$ cat src/rtl/sata_tx_crc.sv
// SATA transmit CRC stage: passes local-link frames to the link layer and appends the frame CRC dword.
// Optional scrambler enabled by defining TXCRC_SCRAMBLE_EN (default build: unscrambled output).
module sata_tx_crc (
    input  logic        phyclk,
    input  logic        phyreset,
    input  logic [31:0] trn_td,
    input  logic        trn_tsof_n,
    input  logic        trn_teof_n,
    input  logic        trn_tsrc_rdy_n,
    input  logic        trn_tsrc_dsc_n,
    output logic        trn_tdst_rdy_n,
    output logic        trn_tdst_dsc_n,
    output logic [31:0] tx_data,
    output logic        tx_sof,
    output logic        tx_eof,
    output logic        tx_valid,
    input  logic        tx_ready,
    output logic        err_sof
);

    localparam logic [1:0]  ST_IDLE  = 2'd0;
    localparam logic [1:0]  ST_DATA  = 2'd1;
    localparam logic [1:0]  ST_CRC   = 2'd2;
    localparam logic [31:0] CRC_SEED = 32'h52325032;
    localparam logic [31:0] CRC_POLY = 32'h04C11DB7;

    // One dword through the MSB-first, unreflected CRC-32.
    function automatic logic [31:0] crc_step(input logic [31:0] c, input logic [31:0] d);
        logic [31:0] r;
        r = c;
        for (int i = 31; i >= 0; i--) begin
            if (r[31] ^ d[i])
                r = {r[30:0], 1'b0} ^ CRC_POLY;
            else
                r = {r[30:0], 1'b0};
        end
        return r;
    endfunction

    logic [1:0]  state_reg;
    logic [31:0] crc_reg;
    logic        abort_reg;
    logic [31:0] tx_data_reg;
    logic        tx_sof_reg;
    logic        tx_eof_reg;
    logic        tx_valid_reg;
    logic        err_sof_reg;

    logic        slot_free;
    logic        up_xfer;
    logic        start_word;
    logic        end_word;
    logic        crc_load;
    logic [31:0] crc_base;
    logic [31:0] crc_next;
    logic [31:0] crc_out;
    logic [31:0] scr_mask;
    logic [31:0] word_out;

    assign slot_free  = !tx_valid_reg || tx_ready;
    assign up_xfer    = !trn_tdst_rdy_n && !trn_tsrc_rdy_n;
    assign start_word = up_xfer && !trn_tsof_n;
    // A discontinue inside a frame closes it just like an eof word.
    assign end_word   = !trn_teof_n || (!trn_tsrc_dsc_n && (state_reg == ST_DATA));
    assign crc_load   = (state_reg == ST_CRC) && slot_free;
    assign crc_base   = start_word ? CRC_SEED : crc_reg;
    assign crc_next   = crc_step(crc_base, trn_td);
    assign crc_out    = abort_reg ? ~crc_reg : crc_reg;
    assign word_out   = ((state_reg == ST_CRC) ? crc_out : trn_td) ^ scr_mask;

`ifdef TXCRC_SCRAMBLE_EN
    localparam logic [15:0] LFSR_SEED = 16'hF0F6;

    // 32 serial steps of x^16+x^15+x^13+x^4+1; result is {next_state, mask}.
    function automatic logic [47:0] lfsr_run(input logic [15:0] s);
        logic [15:0] st;
        logic [31:0] m;
        st = s;
        m  = '0;
        for (int i = 0; i < 32; i++) begin
            m[i] = st[15];
            st   = {st[14:0], st[15] ^ st[14] ^ st[12] ^ st[3]};
        end
        return {st, m};
    endfunction

    logic [15:0] lfsr_reg;
    logic [15:0] lfsr_base;
    logic [15:0] lfsr_adv;
    logic        word_load;

    assign lfsr_base            = start_word ? LFSR_SEED : lfsr_reg;
    assign {lfsr_adv, scr_mask} = lfsr_run(lfsr_base);
    // Every loaded word is transferred exactly once, so stepping on load is stepping per transfer.
    assign word_load            = (up_xfer && (state_reg == ST_DATA || !trn_tsof_n)) || crc_load;

    always_ff @(posedge phyclk) begin
        if (phyreset)
            lfsr_reg <= LFSR_SEED;
        else if (word_load)
            lfsr_reg <= lfsr_adv;
    end
`else
    assign scr_mask = '0;
`endif

    assign trn_tdst_rdy_n = !((state_reg != ST_CRC) && slot_free && !phyreset);
    assign trn_tdst_dsc_n = 1'b1;
    assign tx_data        = tx_data_reg;
    assign tx_sof         = tx_sof_reg;
    assign tx_eof         = tx_eof_reg;
    assign tx_valid       = tx_valid_reg;
    assign err_sof        = err_sof_reg;

    always_ff @(posedge phyclk) begin
        if (phyreset) begin
            state_reg    <= ST_IDLE;
            crc_reg      <= CRC_SEED;
            abort_reg    <= 1'b0;
            tx_data_reg  <= '0;
            tx_sof_reg   <= 1'b0;
            tx_eof_reg   <= 1'b0;
            tx_valid_reg <= 1'b0;
            err_sof_reg  <= 1'b0;
        end else begin
            err_sof_reg <= 1'b0;
            if (tx_valid_reg && tx_ready)
                tx_valid_reg <= 1'b0;
            case (state_reg)
                ST_IDLE: begin
                    if (start_word) begin
                        crc_reg      <= crc_next;
                        tx_data_reg  <= word_out;
                        tx_sof_reg   <= 1'b1;
                        tx_eof_reg   <= 1'b0;
                        tx_valid_reg <= 1'b1;
                        state_reg    <= end_word ? ST_CRC : ST_DATA;
                    end else if (up_xfer) begin
                        err_sof_reg <= 1'b1;
                    end
                end
                ST_DATA: begin
                    if (up_xfer) begin
                        // An unexpected sof restarts the frame from a fresh seed.
                        crc_reg      <= crc_next;
                        tx_data_reg  <= word_out;
                        tx_sof_reg   <= !trn_tsof_n;
                        tx_eof_reg   <= 1'b0;
                        tx_valid_reg <= 1'b1;
                        err_sof_reg  <= !trn_tsof_n;
                        if (!trn_tsrc_dsc_n)
                            abort_reg <= 1'b1;
                        if (end_word)
                            state_reg <= ST_CRC;
                    end
                end
                ST_CRC: begin
                    if (crc_load) begin
                        tx_data_reg  <= word_out;
                        tx_sof_reg   <= 1'b0;
                        tx_eof_reg   <= 1'b1;
                        tx_valid_reg <= 1'b1;
                        abort_reg    <= 1'b0;
                        state_reg    <= ST_IDLE;
                    end
                end
                default: state_reg <= ST_IDLE;
            endcase
        end
    end

endmodule

$ cat config.mk
export PLATFORM = sky130hd
export DESIGN_NAME = sata_tx_crc
export DESIGN_NICKNAME = d
export VERILOG_FILES = /design/src/rtl/sata_tx_crc.sv
export SDC_FILE = /design/constraint.sdc
export NUM_CORES = 1
export LEC_CHECK = 0
export CAP_MARGIN = 20
export CORE_MARGIN = 10
export CORE_UTILIZATION = 45
export DETAILED_ROUTE_END_ITERATION = 10
export HOLD_SLACK_MARGIN = 0.02
export PLACE_DENSITY = 0.67
export SYNTH_ARGS = -nofsm -noshare
export SYNTH_HDL_FRONTEND = slang
export SYNTH_SLANG_ARGS = --single-unit
$ cat constraint.sdc
create_clock -name phyclk -period 4.6 [get_ports phyclk]
set_clock_uncertainty 0.15 [all_clocks]
set_input_delay 0.69 -clock phyclk [delete_from_list [all_inputs] [get_ports phyclk]]
set_output_delay 0.69 -clock phyclk [all_outputs]
set_load 0.01 [all_outputs]
==> impl_metrics.yaml, run 1 <==
placement:
  place_congestion: 0.951
  placed_area_sq_um: 9130
  post-dp-hpwl_microns: 19800
  io_buffers: 75
floorplan:
  die_y_microns: 150
  die-area_sq_um: 22400
  rows: 47
  start_util_pct: 45.8
  core_area_sq_um: 16500
  die_x_microns: 150
  io_pins: 77
drt:
  routed_wl_microns: 24200
  wl_per_cell_microns: 20.3
  vias: 5924
  first_iter_violations: 406
  viasPerCell: 4.98
  ant_nets: 0
  drc: 0
  drtPass1Iterations: 4
final_layout:
  n_antenna_cell: 0
  synthToLayoutAreaGrowth_pct: 24.2
  final_area_sq_um: 9410
  drive_gt1_share_pct: 16.8
  num-nets-final: 1007
  fillers: 1547
hold_path:
  min_to: "tx_data[9]$_SDFFE_PP0P_"
  hold_class: "reg -> reg"
  holdCritStartpoint: "tx_data[9]$_SDFFE_PP0P_"
  hold_depth: 2
global_routing:
  grt_max_degree: 71
  gr-total-overflow: 0
  grt_pass1_vias: 5992
  grt_pass1_wl_microns: 36200
  grt_use_total_pct: 21.6
  antenna_found_initial: 0
clock_tree:
  h-tree-depth: 3
  root_buffer: "clkbuf_16"
  postCtsSetupBuffers: 0
  hold_buffers: 0
  insertion_delay_ns: 0.35
  cts_resized: 0
  numCtsBuffers: 9
  cts_num_sinks: 71
  cts_buffer_depth: 2
  clk_pin_slew_ns: 0.06
  cts_tree: "yes"
critical_path:
  r2r-start: "state_reg[0]$_SDFFE_PP0P_"
  start_kind: "input port"
  critPathKind: "in -> reg"
  crit_required_ns: 4.66
  end_kind: "register"
  reg2reg_slack_ns: 0.47
  critPathArrivalTime_ns: 4.34
  r2r_cells: 13
  cp_max_fo: 5
  rr_endpoint: "crc_reg[10]$_SDFFE_PP0P_"
timing:
  setup_tns_ns: 0
  max_freq_ghz: 0.233
  setup_viol: 0
  max-slew-margin-rel_pct: 35.5
  tightest_slew_ns: 0.967
  rsz0062_at_grt: "false"
  maxSlewViolCount: 0
  final.min_clock_period_ns: 4.29
  finalHoldViolations: 0
  fin_crit_sh_pct: 93.2
logic_synthesis:
  yosysUniqueCellTypes: 41
  synth_warnings: 0
  avgSynthCellArea_sq_um: 9.06
  synth-edff-count: 0
  ys_ff_latch: 71
  synth_cells: 836
  synthFlopType: "dfxtp_1"
  async_flop_share_pct: 0
  synth_nets: 879
  netlist_area_sq_um: 7580
  ys_seq_area_share_pct: 18.8
outcome:
  run_status: "completed"
run:
  maxCapViolCount: 0
==> worst max path at each step <==
stage | startpoint | endpoint
finish | trn_td[23] | crc_reg[10]$_SDFFE_PP0P_
global route | trn_td[23] | crc_reg[10]$_SDFFE_PP0P_
CTS | trn_td[23] | crc_reg[10]$_SDFFE_PP0P_
detailed placement | trn_tsof_n | crc_reg[13]$_SDFFE_PP0P_
global placement | trn_td[23] | crc_reg[13]$_SDFFE_PP0P_
floorplan | trn_td[29] | crc_reg[10]$_SDFFE_PP0P_
==> layout by cell type, fill, tap and decap left out, types with 4 or more instances in the layout <==
master           netlist  layout
xnor2_1              271     271
xor2_2                 4       4
xnor2_4                4       4
buf_4                 11     101
nor2_1                37      35
a211o_1                6       6
a21oi_1               50      50
xnor3_1               28      28
xnor3_2                8       8
xor2_1                71      71
xnor2_2               15      15
nand2b_1               7       7
o21ai_0                8       8
nand2_1              111     111
clkbuf_16              0       9
clkinv_2               0       4
o211ai_1              32      32
dfxtp_1               71      70
a211oi_1              10      10
clkdlybuf4s50_1        0      74
nor3_1                 6       6
==> critical path: stages <==
cell and delay, ns:
clkdlybuf4s50_1 0.65, xor2_2 0.21, xor3_1 0.38, xnor2_1 0.25, xnor2_1 0.18, xnor3_2 0.39, xor2_1 0.45, xnor3_1 0.45
xor3_1 0.27, xor2_1 0.19, xnor2_1 0.15, o21ai_1 0.08
==> through the flow <==
step	hold WS (ns)	util (%)	instances	worst slack (ns)
after floorplan	0.323	-	836	0.501
after global placement	0.289	55.2	1172	0.00157
after detailed placement	0.294	55.3	1173	0.0100
after CTS	0.301	56.9	1189	0.325
after global routing	0.313	56.9	1189	0.116
final	0.298	56.9	1189	0.315
==> layout make-up <==
class | instances | area, sq um | area share [%]
Clock buffer | 10 | 239 | 2.54
Clock inverter | 6 | 36.3 | 0.386
Inverter | 3 | 11.3 | 0.120
Multi-Input combinational cell | 700 | 5860 | 62.3
Sequential cell | 71 | 1420 | 15.1
Tap cell | 220 | 275 | 2.93
Timing Repair Buffer | 179 | 1560 | 16.6
==> synthesized netlist by cell type (2+ instances only) <==
library cell	count	area share, %
xnor3_2	8	2.5
nor2_1	37	1.8
nand2_1	111	5.5
o21ai_0	8	0.53
dfxtp_1	71	19
ha_1	4	0.66
xnor2_2	15	3.2
xnor2_4	4	1.5
buf_4	11	1.1
xor2_2	4	0.86
a211o_1	6	0.69
xor2_4	2	0.73
clkbuf_1	35	1.7
a21oi_1	50	3.3
inv_1	3	0.15
xnor3_1	28	8.3
o211ai_1	32	3.2
nor3_1	6	0.40
or3_1	3	0.25
nand3_1	2	0.13
nand2b_1	7	0.58
xor3_1	3	0.94
xor2_1	71	8.2
or2_2	2	0.17
nand3b_1	3	0.30
a21o_1	2	0.20
a211oi_1	10	0.99
buf_1	5	0.25
xnor2_1	271	31
buf_2	11	0.73
==> cell families (layout without fill, tap and decap cells) <==
group,after synthesis,count (layout),share of synthesized area (%)
xor gates and xnor gates,406,406,57.6
AOI/OAI and AO/OA,114,114,9.46
adders and majority gates,4,4,0.661
and+or+nand+nor,174,174,9.40
muxes,1,1,0.149
other,1,1,0.0495
buffers and inverters,65,198,3.95
DFF,71,71,18.8
==> per-layer routing <==
layer	GRT usage (%)	part of all wire, %	vias to the layer above	routed length [microns]
li1	-	-	2943	-
met4	7.05	2.9	0	700
met2	35.7	47	160	11400
met1	27.9	45	2785	10800
met5	0	0	-	0
met3	3.96	5.5	36	1340
Power of run 1 is not shown: default switching activity piles up to over one toggle a cycle in this logic, so the estimate is an artifact.
==> inputs of run 2 (changes only) <==
--- a/config.mk
+++ b/config.mk
@@ -7,10 +7,10 @@
 export LEC_CHECK = 0
 export CAP_MARGIN = 20
 export CORE_MARGIN = 10
-export CORE_UTILIZATION = 45
+export CORE_UTILIZATION = 50
 export DETAILED_ROUTE_END_ITERATION = 10
 export HOLD_SLACK_MARGIN = 0.02
-export PLACE_DENSITY = 0.67
+export PLACE_DENSITY = 0.73
 export SYNTH_ARGS = -nofsm -noshare
 export SYNTH_HDL_FRONTEND = slang
 export SYNTH_SLANG_ARGS = --single-unit
==> run 2 against run 1 <==
  * Sequential cell count did not move
  * Highest routed layer unchanged
  * Register-to-register slack worse by 0.10 ns
  * Final cell count decreased by 4.2%
  * Critical path depth down 1
  * Critical endpoint is now crc_reg[8]$_SDFFE_PP0P_
  * Via count grew 1.5%
  * Global-route usage is 1.5 points higher
  * Routed wire length decreased by 2.2%
  * Setup slack lost 0.093 ns
  * Hold slack got worse by 0.00073 ns
  * Die area fell by 8.7%
==> impl_metrics.yaml, run 2 (synthesis results as in run 1) <==
floorplan:
  start_util_pct: 51.5
  rows: 44
  core_area_sq_um: 14700
  die-area_sq_um: 20500
  die_y_microns: 143
  io_pins: 77
  die_x_microns: 143
timing:
  tightest_slew_ns: 0.984
  maxSlewViolCount: 0
  max_freq_ghz: 0.228
  max-slew-margin-rel_pct: 34.4
  fin_crit_sh_pct: 95.2
  finalHoldViolations: 0
  rsz0062_at_grt: "false"
  final.min_clock_period_ns: 4.38
  setup_viol: 0
hold_path:
  hold_depth: 2
  holdCritStartpoint: "tx_data[7]$_SDFFE_PP0P_"
  hold_class: "reg -> reg"
  min_to: "tx_data[7]$_SDFFE_PP0P_"
final_layout:
  drive_gt1_share_pct: 15.6
  finish.utilization_pct: 63.5
  num-nets-final: 993
  layout_common_cells: "xnor2_1, nand2_1, buf_4"
  synthToLayoutAreaGrowth_pct: 23.2
  final_common_cell: "xnor2_1"
  n_antenna_cell: 0
  fillers: 1286
drt:
  first_iter_violations: 450
  drc: 0
  drtPass1Iterations: 5
  vias: 6011
  viasPerCell: 5.28
  wl_per_cell_microns: 20.7
  ant_nets: 0
  routed_wl_microns: 23600
critical_path:
  r2r-start: "crc_reg[30]$_SDFFE_PP1P_"
  crit_path_max_incr_delay_ns: 0.56
  reg2reg_slack_ns: 0.37
  critPathKind: "in -> reg"
  rr_endpoint: "crc_reg[8]$_SDFFE_PP0P_"
  crit_required_ns: 4.71
  path_cells: "clkdlybuf4s50_1, xnor2_1, xnor2_1, xnor2_1, xnor2_1, xnor3_2, xnor2_4, xnor3_2, xor2_2, xnor2_1, a211oi_1"
  start_kind: "input port"
  end_kind: "register"
  critPathArrivalTime_ns: 4.49
  r2r_cells: 11
  cpMostUsedCell: "xnor2_1"
  cp_max_fo: 5
  slowest_stage: "xnor2_1"
global_routing:
  grt_pass1_vias: 6101
  grt_pass1_wl_microns: 35700
  antenna_found_initial: 0
  gr-total-overflow: 0
  grt_use_total_pct: 23.2
  grt_max_degree: 71
clock_tree:
  hold_buffers: 0
  h-tree-depth: 3
  insertion_delay_ns: 0.36
  cts_num_sinks: 71
  cts_tree: "yes"
  clk_pin_slew_ns: 0.07
  numCtsBuffers: 9
  root_buffer: "clkbuf_16"
  cts_buffer_depth: 2
outcome:
  run_status: "completed"
run:
  maxCapViolCount: 0
placement:
  post-dp-hpwl_microns: 18700
  place_congestion: 1.01
  io_buffers: 75
[run 2: worst max path at each step]
| stage | startpoint | to | slack [ns] | cells past startpoint |
|---|---|---|---|---|
| after detailed placement | trn_td[29] | crc_reg[13]$_SDFFE_PP0P_ | -0.10 | 12 |
| after global placement | trn_td[30] | crc_reg[13]$_SDFFE_PP0P_ | -0.04 | 12 |
| after CTS | trn_td[25] | crc_reg[8]$_SDFFE_PP0P_ | 0.23 | 11 |
| after global routing | trn_td[29] | crc_reg[28]$_SDFFE_PP1P_ | 0.07 | 12 |
| after floorplan | trn_td[29] | crc_reg[10]$_SDFFE_PP0P_ | 0.50 | 12 |
| final | trn_td[25] | crc_reg[8]$_SDFFE_PP0P_ | 0.22 | 11 |
[run 2: cell type report]
class	count	area, sq um	share of cell area (%)
clock inverter	6	116	1.25
inverter	3	11.3	0.121
timing repair buffer	165	1450	15.6
multi-input combinational	700	5870	62.9
sequential	71	1420	15.2
tap	184	230	2.47
clock buffer	10	229	2.45
[run 2: layer usage]
layer | global-route usage, % | up-vias | part of all wire [%]
met1 | 28.9 | 2813 | 42
met2 | 38.7 | 240 | 47
met5 | 0 | - | 0
met4 | 8.79 | 0 | 3.2
li1 | - | 2918 | -
met3 | 4.31 | 40 | 7.5
[run 2: what timing repair did]
| item | in CTS | in global routing |
|---|---|---|
| setup endpoints to repair | 0 | 1 |
| gates resized for setup | 0 | 1 |
| setup buffers | 0 | 0 |
[run 2: critical path, delay by kind of cell]
kind / cells / cell delay (ns)
xor+xnor: 9 / 3.00
compound gates: 1 / 0.29
buf+inv: 1 / 0.51
[run 2: through the flow]
step / cells / hold WS (ns) / cell area, sq um / worst slack, ns / setup TNS [ns]
floorplan: 836 / 0.323 / 7580 / 0.501 / 0
global placement: 1122 / 0.288 / 8970 / -0.0436 / -0.0908
detailed placement: 1123 / 0.293 / 8980 / -0.101 / -0.329
CTS: 1139 / 0.301 / 9330 / 0.234 / 0
global route: 1139 / 0.317 / 9330 / 0.0706 / 0
finish: 1139 / 0.298 / 9330 / 0.221 / 0
Power of run 2 is left out for the same reason.
